**config.mk**
```make
export PLATFORM = sky130hd
export DESIGN_NAME = wb_queue
export DESIGN_NICKNAME = d
export VERILOG_FILES = /design/src/rtl/mips_pkg.sv /design/src/rtl/wb_lookup.sv /design/src/rtl/wb_queue.sv
export SDC_FILE = /design/constraint.sdc
export NUM_CORES = 1
export LEC_CHECK = 0
export BUFFER_PORTS_ARGS = -buffer_cell sky130_fd_sc_hd__clkbuf_2
export CORE_MARGIN = 8
export CORE_UTILIZATION = 35
export CTS_CLUSTER_DIAMETER = 50
export DETAILED_ROUTE_END_ITERATION = 8
export GPL_TIMING_DRIVEN = 0
export PLACE_DENSITY = 0.51
export RECOVER_POWER = 25
export SYNTH_ARGS = -nofsm -noshare
export SYNTH_HDL_FRONTEND = slang
export SYNTH_SLANG_ARGS = --single-unit
```
**constraint.sdc**
```tcl
create_clock -name clk -period 5.2 [get_ports clk]
set_input_delay 0.52 -clock clk [delete_from_list [all_inputs] [get_ports clk]]
set_output_delay 0.52 -clock clk [all_outputs]
set_load 0.02 [all_outputs]
```
**src/rtl/mips_pkg.sv**
```systemverilog
// Shared register-file types and constants for the MIPS core slice.
package mips_pkg;
    localparam int AW = 5;
    localparam int DW = 32;
    localparam logic [4:0] REG_ZERO = 5'd0;

    typedef struct packed {
        logic [AW-1:0] addr;
        logic [DW-1:0] data;
    } wb_entry_t;
endpackage

```
**src/rtl/wb_lookup.sv**
```systemverilog
// Youngest-match search over the writeback queue for one register read port.
module wb_lookup
    import mips_pkg::*;
#(
    parameter int DEPTH = 4,
    parameter int AW    = mips_pkg::AW,
    parameter int DW    = mips_pkg::DW,
    parameter int PW    = $clog2(DEPTH)
) (
    input  logic [PW-1:0]             head,
    input  logic [DEPTH-1:0]          valid,
    input  logic [DEPTH-1:0][AW-1:0]  addrs,
    input  logic [DEPTH-1:0][DW-1:0]  datas,
    input  logic [AW-1:0]             ra,
    output logic                      hit,
    output logic [DW-1:0]             data
);
    // Walk oldest to youngest so the last match seen is the one nearest tail.
    always_comb begin
        logic [PW-1:0] idx;
        hit  = 1'b0;
        data = '0;
        idx  = '0;
        for (int i = 0; i < DEPTH; i++) begin
            idx = head + PW'(i);
            if (valid[idx] && (addrs[idx] == ra) && (ra != AW'(REG_ZERO))) begin
                hit  = 1'b1;
                data = datas[idx];
            end
        end
    end
endmodule

```
**src/rtl/wb_queue.sv**
```systemverilog
// Writeback queue feeding the regfile write port when the primary writeback is idle.
// Optional WBQ_COALESCE_EN: pushes to an already-queued register overwrite it in place.
module wb_queue
    import mips_pkg::*;
#(
    parameter int DEPTH = 4,
    parameter int AW    = mips_pkg::AW,
    parameter int DW    = mips_pkg::DW,
    parameter int PW    = $clog2(DEPTH),
    parameter int CW    = $clog2(DEPTH + 1)
) (
    input  logic          clk,
    input  logic          reset,
    input  logic          flush,
    input  logic          in_valid,
    output logic          in_ready,
    input  logic [AW-1:0] in_addr,
    input  logic [DW-1:0] in_data,
    input  logic          rf_stall,
    output logic          rf_we,
    output logic [AW-1:0] rf_wa,
    output logic [DW-1:0] rf_wd,
    input  logic [AW-1:0] q_ra1,
    input  logic [AW-1:0] q_ra2,
    output logic          q_hit1,
    output logic          q_hit2,
    output logic [DW-1:0] q_data1,
    output logic [DW-1:0] q_data2,
    output logic [CW-1:0] count
);
    logic [DEPTH-1:0][AW-1:0] addr_q;
    logic [DEPTH-1:0][DW-1:0] data_q;
    logic [DEPTH-1:0]         valid_q;
    logic [PW-1:0]            head_q, tail_q;
    logic [CW-1:0]            count_q, count_d;
    logic                     not_empty, not_full, pop, push_new, push_ok;

    assign not_empty = (count_q != '0);
    assign not_full  = (count_q != CW'(DEPTH));
    assign pop       = not_empty && !rf_stall;
    assign push_ok   = in_valid && in_ready && (in_addr != AW'(REG_ZERO));

    assign rf_we = pop;
    assign rf_wa = not_empty ? addr_q[head_q] : '0;
    assign rf_wd = not_empty ? data_q[head_q] : '0;
    assign count = count_q;

`ifdef WBQ_COALESCE_EN
    logic          coal_hit;
    logic [PW-1:0] coal_idx;

    // The head slot is excluded while it pops: its data is already committing.
    always_comb begin
        logic [PW-1:0] idx;
        coal_hit = 1'b0;
        coal_idx = '0;
        idx      = '0;
        for (int i = 0; i < DEPTH; i++) begin
            idx = head_q + PW'(i);
            if (valid_q[idx] && (addr_q[idx] == in_addr) && !(pop && (idx == head_q))) begin
                coal_hit = 1'b1;
                coal_idx = idx;
            end
        end
    end

    assign in_ready = not_full || (in_valid && coal_hit);
    assign push_new = push_ok && !coal_hit;
`else
    assign in_ready = not_full;
    assign push_new = push_ok;
`endif

    assign count_d = count_q + CW'(push_new) - CW'(pop);

    always_ff @(posedge clk) begin
        if (reset || flush) begin
            head_q  <= '0;
            tail_q  <= '0;
            count_q <= '0;
            valid_q <= '0;
        end else begin
            if (push_new) begin
                addr_q[tail_q]  <= in_addr;
                data_q[tail_q]  <= in_data;
                valid_q[tail_q] <= 1'b1;
                tail_q          <= tail_q + 1'b1;
            end
`ifdef WBQ_COALESCE_EN
            if (push_ok && coal_hit) begin
                data_q[coal_idx] <= in_data;
            end
`endif
            if (pop) begin
                valid_q[head_q] <= 1'b0;
                head_q          <= head_q + 1'b1;
            end
            count_q <= count_d;
        end
    end

    wb_lookup #(.DEPTH(DEPTH), .AW(AW), .DW(DW), .PW(PW)) u_lookup1 (
        .head  (head_q),
        .valid (valid_q),
        .addrs (addr_q),
        .datas (data_q),
        .ra    (q_ra1),
        .hit   (q_hit1),
        .data  (q_data1)
    );

    wb_lookup #(.DEPTH(DEPTH), .AW(AW), .DW(DW), .PW(PW)) u_lookup2 (
        .head  (head_q),
        .valid (valid_q),
        .addrs (addr_q),
        .datas (data_q),
        .ra    (q_ra2),
        .hit   (q_hit2),
        .data  (q_data2)
    );
endmodule

```
==> results of run 1 <==
-- layout make-up --
class,instances,share of cell area (%)
clock buffer,18,3.295
buffer,87,3.477
timing repair buffer,162,6.715
inverter,10,0.3170
sequential,159,35.84
antenna,1,0.01921
multi-input combinational,788,45.34
clock inverter,14,1.191
tap,396,3.804
-- metal layers --
metal / part of all wire [%] / wire (µm)
met1: 44 / 17420
met2: 44 / 17460
met3: 8.3 / 3279
met4: 2.8 / 1097
met5: 0.033 / 13
-- state kept, by name (all words and copies together), names as in the netlist --
name	cells
data_q	128
addr_q	20
valid_q	4
count	3
head_q	2
tail_q	2
-- worst reg2reg max path: stages (launching register included) --
cell,delay [ps]
dfxtp_1,370
clkbuf_2,240
buf_6,210
clkinvlp_4,140
buf_2,250
ha_1,320
buf_4,190
buf_1,580
clkbuf_1,690
nand2_1,110
a21oi_1,150
-- final timing paths --
kind	from	end	slack, ps	depth (start not counted)
setup / recovery	head_q[1]$_SDFFE_PP0N_	q_data1[12]	110	16
hold / removal	in_data[20]	data_q[52]$_DFFE_PP_	340	1
setup reg to reg	head_q[1]$_SDFFE_PP0N_	head_q[1]$_SDFFE_PP0N_	1880	10
hold reg to reg	tail_q[1]$_SDFFE_PP0N_	tail_q[1]$_SDFFE_PP0N_	570	2
-- cell usage after synthesis, drive strengths merged --
master  instances
a211oi          7
a21boi          1
a21oi          94
a22o            3
a22oi          59
a31oi           3
and2            4
and3            5
buf            34
clkbuf         55
clkinv          1
dfxtp          11
edfxtp        148
fa              1
ha             10
inv             9
mux2           91
mux2i         105
mux4           26
nand2          64
nand2b          1
nand3           6
nand4           1
nand4b          1
nor2          128
nor2b           8
nor3            7
nor3b           1
nor4           10
o211ai          1
o21ai          90
o21bai          2
o22a            3
o31ai           1
or2             2
or3             2
or3b            2
or4             1
xnor2          29
xor2           19
-- cells by family after synthesis --
family	synth area share, %
mux	24.40
flops	42.77
fa+ha+maj	1.331
xor+xnor	3.855
compound gates	14.11
buf+inv	3.889
simple gates	9.638
-- power by group through the flow --
| stage | Clock [µW] | Sequential, µW | Combinational [µW] |
|---|---|---|---|
| floorplan | 0 | 1450 | 269 |
| global placement | 0 | 1450 | 417 |
| detailed placement | 0 | 1450 | 422 |
| CTS | 1260 | 1420 | 428 |
| global route | 1310 | 1430 | 463 |
| finish | 1250 | 1420 | 429 |
-- repair_timing --
item | 4_1_cts | 5_1_grt
endpoints found under the hold margin | 0 | 0
gates resized for setup | 32 | 34
pin swaps | 3 | 4
cloned | 0 | 0
buffers inserted | 4 | 5
endpoints found under the setup margin | 65 | 58
-- metrics by stage --
stage / utilization (%) / power (µW) / std cells
2_1_floorplan: - / 1721 / 1046
3_3_place_gp: 39.61 / 1870 / 1591
3_5_place_dp: 39.88 / 1874 / 1595
4_1_cts: 42.18 / 3115 / 1630
5_1_grt: 42.46 / 3204 / 1634
6_report: 42.47 / 3102 / 1635
==> flow_summary.ini, run 1 <==
[grt]
grt_overflow = 0
grt_pass1_wl_um = 57870
globalRouteTotalUtil_pct = 20.82
grtUsageMet1_pct = 28.47
grt_util_met2_pct = 31.85
gr-max-usage-layer = met2
grt_use_met3_pct = 4.283
grt_max_degree = 29
antenna_found_initial = 2
grt_pass1_vias = 9468

[cells_and_area]
drive_above_1_share_pct = 27.95
area.sequential_mm2 = 0.004668
multi_input_comb_area_mm2 = 0.005906
final_cell_area_mm2 = 0.01303
final_cell_mix = 148 x edfxtp_1, 127 x clkbuf_2, 126 x nor2_1
area_delta_synth_final_pct = 19.44
fillers = 2989
nets = 1288
final_common_cell = edfxtp_1

[critical_path]
path_class = flop to output port
end_kind = output port
cp_max_fo = 11
slowest_delay_ps = 550
cp_num_buf_inv = 8
arrival_ps = 4570
cpMaxStageDelayCell = mux4_2
cp-start-kind = flop
critPathTopFamily = buffers and inverters
cp.required_ps = 4680
crit_chain = clkbuf_2 > buf_6 > clkinvlp_4 > buf_2 > ha_1 > buf_4 > mux4_2 > xor2_2 > nor4_2 > a22oi_2 > buf_4 > buf_6 > mux2i_1 > a22oi_1 > a21oi_2 > clkbuf_2

[place]
placedInstanceArea_mm2 = 0.01223
dp_hpwl_um = 28320
gp_congestion = 0.8921
place_ws_ps = -842.0
portBuffers = 149

[job]
cap_violations = 0

[clocking]
root_buffer = clkbuf_16
clkTransAtPathRegs_ps = 70
cts_htree_levels = 4
clockBufferDepth = 2
cts_tree = done
cts_buffers = 17
clk_latency_ps = 430
ctsHoldBuffers = 0
clock-sinks = 159

[power_and_ir_drop]
p_per_area_mw_per_mm2 = 238.1
swShare_pct = 26.52
p_leak_uw = 0.004483
power_frac_comb_pct = 13.8
seqPwrFrac_pct = 45.9
intPower_uw = 2279
pwr-share-clk_pct = 40.3
vdd_ir_drop_max_mv = 0.1803
p_sw_uw = 822.6

[floorplanning]
fp.dieW_um = 192.5
io_pins = 160
row_count = 64
die_y_um = 192.5
die-area_mm2 = 0.03706
start_util_pct = 35.56
core_mm2 = 0.03067

[sta]
worstMarginPinSlew_ps = 966.6
setup_viol = 0
fin_crit_sh_pct = 97.92
maxSlewHeadroom_pct = 35.45
fmax_ghz = 0.1964
setup_tns_ps = 0
setup_ws_ps = 108.3
period_needed_ps = 5092
hold_viol_final = 0
skew_ps = 10.54
hold_slack_ps = 335.2
drv_slew = 0

[drt]
drc = 0
drtIter0Drc = 795
dr_total_vias = 9400
totalWireLength_um = 39270
wl_per_cell_um = 24.02
ant_nets = 0
first_pass_iters = 5
vias_per_cell = 5.749

[synth]
synth_area_leader_cell = edfxtp_1
avgSynthCellArea_um2 = 10.43
synthesis.nets = 1109
yosysTopAreaCellShare_pct = 40.75
yosysUniqueCellTypes = 49
syn_area_mm2 = 0.01091
synth.area.top_cells = edfxtp_1 41%, mux2i_1 9.6%, mux2_2 9.4%
yosys_warnings = 0
yosysSeqAreaShare_pct = 42.77
netlist_instances = 1046
ys_ff_latch = 159

[outcome]
status = finished clean

[hold_path]
min_path_type = input port to flop
(Power assumes the default switching activity.)
==> run 2: changes to the inputs <==
PLACE_DENSITY = 0.5   (was 0.51)
SYNTH_HIERARCHICAL = 1   (was unset)
==> flow_summary.ini, run 2 <==
[sta]
fin_crit_sh_pct = 93.55
worstMarginPinSlew_ps = 1299
hold_viol_final = 0
grt_setup_unrepaired = false
setup_viol = 0
fmax_ghz = 0.2056
skew_ps = 10.67
maxSlewHeadroom_pct = 13.41
setup_tns_ps = 0
period_needed_ps = 4865
drv_slew = 0

[cells_and_area]
largest_reg_flops = 128
final_common_cell = mux2i_1
nets = 1845
area.sequential_mm2 = 0.004664
final_cell_area_mm2 = 0.01908
drive_above_1_share_pct = 34.37
multi_input_comb_area_mm2 = 0.01115
final_cell_mix = 228 x mux2i_1, 181 x nor3_1, 148 x edfxtp_1
top_register = data_q
area_delta_synth_final_pct = 12.11
instances_no_fill = 2418
fillers = 4834
reg_top3 = data_q: 128 flops, addr_q: 20 flops, valid_q: 4 flops

[critical_path]
end_kind = output port
arrival_ps = 4340
cp.required_ps = 4680
regToRegSetupSlack_ps = 2350
cp_max_fo = 10
cpMaxStageDelayCell = dfxtp_1
cpMostUsedCell = buf_6
cp-start-kind = flop
crit_chain = buf_6 > buf_6 > buf_8 > mux4_2 > xnor2_1 > nand4_2 > clkbuf_1 > nor3_1 > nor4_2 > a211oi_2 > clkbuf_2
slowest_delay_ps = 660
path_class = flop to output port

[synth]
synth_area_leader_cell = edfxtp_1
yosysMostFrequentCell = mux2i_1
ys.flop_type = edfxtp_1
yosysUniqueCellTypes = 59
synth_common_cells = 228 x mux2i_1, 181 x nor3_1, 148 x edfxtp_1
synthesis.nets = 1677
syn_area_mm2 = 0.01702
yosys_warnings = 6
synth_edf_count = 148
ys_ff_latch = 159
avgSynthCellArea_um2 = 10.55
netlist_instances = 1614
yosysSeqAreaShare_pct = 27.41
synth.area.top_cells = edfxtp_1 26%, mux2i_1 13%, mux4_2 8.1%
synthArstFlopShare_pct = 0
yosysTopAreaCellShare_pct = 26.11

[grt]
grt_pass1_vias = 15750
globalRouteTotalUtil_pct = 24.18
grt_pass1_wl_um = 102400
antenna_found_initial = 3
grt_max_degree = 38
grt_overflow = 0

[clocking]
cts_buffers = 17
clkTransAtPathRegs_ps = 70
clk_latency_ps = 510
ctsHoldBuffers = 0
root_buffer = clkbuf_16
cts_resized = 0
clock-sinks = 159
cts_setup_buffers = 0
cts_tree = done
cts_htree_levels = 4
clockBufferDepth = 2

[hold_path]
min_path_type = input port to flop

[floorplanning]
io_pins = 160
fp.dieW_um = 236.5
row_count = 81
die-area_mm2 = 0.05594
core_mm2 = 0.04844
die_y_um = 236.5
start_util_pct = 35.13

[place]
dp_hpwl_um = 48390
portBuffers = 149
gp_congestion = 0.8942
placedInstanceArea_mm2 = 0.01854
dp.cells = 2385

[drt]
totalWireLength_um = 69150
dr_total_vias = 15150
wl_per_cell_um = 28.60
drtIter0Drc = 1545
drc = 0
ant_nets = 0
vias_per_cell = 6.264
first_pass_iters = 6

[outcome]
status = finished clean

[power_and_ir_drop]
p_leak_uw = 0.006069
p_per_area_mw_per_mm2 = 172.9
total_power_uw = 3298
vdd_ir_drop_max_mv = 0.2512

[job]
cap_violations = 0
==> run 2: cell types whose count changed after synthesis, sizes merged, moves of 44 or more <==
cell,change
nor3,+255
mux2i,+123
nor2,-116
nor4,+116
buf,+77
a21o,+64
a22oi,-59
nand2,-58
a211oi,+57
o21ai,+44
==> run 2: routing by layer <==
metal	GRT usage [%]	up-vias	wire, µm
li1	-	6700	-
met1	31.32	7571	29190
met2	38.90	746	32500
met3	5.103	125	5363
met4	10.02	4	2071
met5	0	-	22
==> run 2: cell families after synthesis <==
family                     Yosys count  synth area share [%]
and+or+nand+nor                    486                 20.73
muxes                              357                 25.98
AOI/OAI and AO/OA                  359                 15.57
adders and majority gates           11                0.8528
buffers and inverters              197                 7.057
DFF                                159                 27.41
xor gates and xnor gates            45                 2.404
==> run 2: final cells by class <==
type                    count  area share [%]
clock buffers              18           2.249
plain buffers             184           6.039
clock inverters            14          0.7410
diodes                      1         0.01311
repair buffers            149           3.718
inverters                  13          0.2557
flip-flops and latches    159           24.45
multi-input cells        1258           58.46
well taps                 622           4.079
==> run 2: power by group <==
part           leakage (µW)  switching [µW]  internal (µW)
clock              0.000262             575            700
combinational       0.00438             376            208
sequential          0.00143            24.3           1420
total               0.00607             975           2320
==> run 2: critical path: cells and delay by family (launching register included) <==
kind	cells	cell delay (ps)
buffers and inverters	5	1250
AND/OR/NAND/NOR	3	950
flip-flops	1	660
AO/OA/AOI/OAI	1	390
multiplexers	1	330
XOR/XNOR	1	220
==> run 2: stage by stage <==
stage	worst slack, ps	hold slack (ps)	utilization [%]
after floorplan	2054	467.7	-
final	335.2	243.3	39.39
after detailed placement	994.8	495.1	38.28
after global placement	1003	480.8	38.28
after global routing	254.4	244.7	39.39
after CTS	423.4	197.9	39.46
==> run 2: worst paths after layout <==
check,to,depth (start not counted),startpoint
hold reg to reg,tail_q[1]$_SDFFE_PP0N_,2,tail_q[1]$_SDFFE_PP0N_
setup reg to reg,count[2]$_SDFF_PP0_,11,count[1]$_SDFF_PP0_
setup / recovery,q_data2[31],11,head_q[1]$_SDFFE_PP0N_
hold / removal,data_q[41]$_DFFE_PP_,1,in_data[9]
==> run 3: changes to the inputs <==
--- a/constraint.sdc
+++ b/constraint.sdc
@@ -3,2 +3,2 @@
 set_output_delay 0.52 -clock clk [all_outputs]
-set_load 0.02 [all_outputs]
+set_load 0.005 [all_outputs]
==> flow_summary.ini, run 3 (same netlist as run 2, synthesis figures left out) <==
[place]
portBuffers = 149
gp_congestion = 0.8942
dp_hpwl_um = 48390

[clocking]
clkTransAtPathRegs_ps = 70
root_buffer = clkbuf_16
clock-sinks = 159
cts_resized = 0
cts_buffers = 17
clockBufferDepth = 2
cts_tree = done
clk_latency_ps = 510
cts_setup_buffers = 0
cts_htree_levels = 4
ctsHoldBuffers = 0

[drt]
wl_per_cell_um = 28.56
ant_nets = 0
vias_per_cell = 6.280
dr_total_vias = 15190
drtIter0Drc = 1576
totalWireLength_um = 69060
drc = 0
first_pass_iters = 6

[floorplanning]
start_util_pct = 35.13
die_y_um = 236.5
fp.dieW_um = 236.5
io_pins = 160
row_count = 81
core_mm2 = 0.04844
die-area_mm2 = 0.05594

[cells_and_area]
nets = 1845
area_delta_synth_final_pct = 12.11
fillers = 4834
area.sequential_mm2 = 0.004664
final_cell_mix = 228 x mux2i_1, 181 x nor3_1, 148 x edfxtp_1
largest_reg_flops = 128
final_common_cell = mux2i_1
top_register = data_q
multi_input_comb_area_mm2 = 0.01115
reg_top3 = data_q: 128 flops, addr_q: 20 flops, valid_q: 4 flops
drive_above_1_share_pct = 34.37

[hold_path]
min_path_type = input port to flop

[critical_path]
path_class = flop to output port
cp-start-kind = flop
cpMostUsedCell = buf_6
cp_max_fo = 10
cp_num_buf_inv = 5
slowest_delay_ps = 670
cpMaxStageDelayCell = dfxtp_1
critPathTopFamily = buffers and inverters
cp.required_ps = 4680
crit_chain = buf_6 > buf_6 > buf_8 > mux4_2 > xnor2_1 > nand4_2 > clkbuf_1 > nor3_1 > nor4_2 > a211oi_2 > clkbuf_2
end_kind = output port
arrival_ps = 4250

[grt]
grt_pass1_wl_um = 102400
grt_overflow = 0
antenna_found_initial = 3
globalRouteTotalUtil_pct = 24.19
grt_max_degree = 38
grt_pass1_vias = 15760

[sta]
fmax_ghz = 0.2096
skew_ps = 10.59
fin_crit_sh_pct = 91.77
grt_setup_unrepaired = false
maxSlewHeadroom_pct = 13.22
setup_tns_ps = 0
setup_viol = 0
drv_slew = 0
hold_slack_ps = 243.6
worstMarginPinSlew_ps = 1302
hold_viol_final = 0
period_needed_ps = 4772

[power_and_ir_drop]
power_frac_comb_pct = 16.1
p_leak_uw = 0.006069
intPower_uw = 2323
pwr-share-clk_pct = 39.4
vdd_ir_drop_max_mv = 0.2512
total_power_uw = 3237
p_sw_uw = 914.4
p_per_area_mw_per_mm2 = 169.6
swShare_pct = 28.25
seqPwrFrac_pct = 44.5

[outcome]
status = finished clean

[job]
cap_violations = 0
run 3: cell counts in the layout (fill, tap and decap cells not counted):
No cell type changed its count.
run 3: final cells by class:
type	instances	share of cell area (%)
Buffer	184	6.039
Sequential cell	159	24.45
Inverter	13	0.2557
Clock buffer	18	2.249
Clock inverter	14	0.7410
Timing Repair Buffer	149	3.718
Multi-Input combinational cell	1258	58.46
Tap cell	622	4.079
Antenna cell	1	0.01311
run 3: worst paths after layout:
path,start,to,slack (ps),cells after the start
setup / recovery,head_q[1]$_SDFFE_PP0N_,q_data2[0],430,11
hold / removal,in_data[9],data_q[41]$_DFFE_PP_,240,1
setup reg to reg,count[1]$_SDFF_PP0_,count[2]$_SDFF_PP0_,2340,11
hold reg to reg,tail_q[1]$_SDFFE_PP0N_,tail_q[1]$_SDFFE_PP0N_,510,2
run 3: metrics by stage:
| step | util (%) | std cells | area, µm² | setup WS, ps |
|---|---|---|---|---|
| after floorplan | - | 1614 | 17020 | 2228 |
| after global placement | 38.28 | 2385 | 18540 | 1060 |
| after detailed placement | 38.28 | 2385 | 18540 | 1052 |
| after CTS | 39.46 | 2417 | 19110 | 480.2 |
| after global routing | 39.39 | 2418 | 19080 | 311.1 |
| final | 39.39 | 2418 | 19080 | 427.9 |
run 3: layer usage:
metal	global-route usage, %	vias up	wire length (µm)
met5	0	-	22
met4	10.11	4	2170
met3	5.103	129	5411
met2	38.90	780	32430
met1	31.29	7568	29020
li1	-	6704	-
run 3: power by group through the flow:
stage	registers (µW)	logic, µW	clock network (µW)
global route	1440	565	1340
finish	1440	522	1280
floorplan	1460	327	0
global placement	1470	520	0
detailed placement	1470	526	0
CTS	1440	528	1310
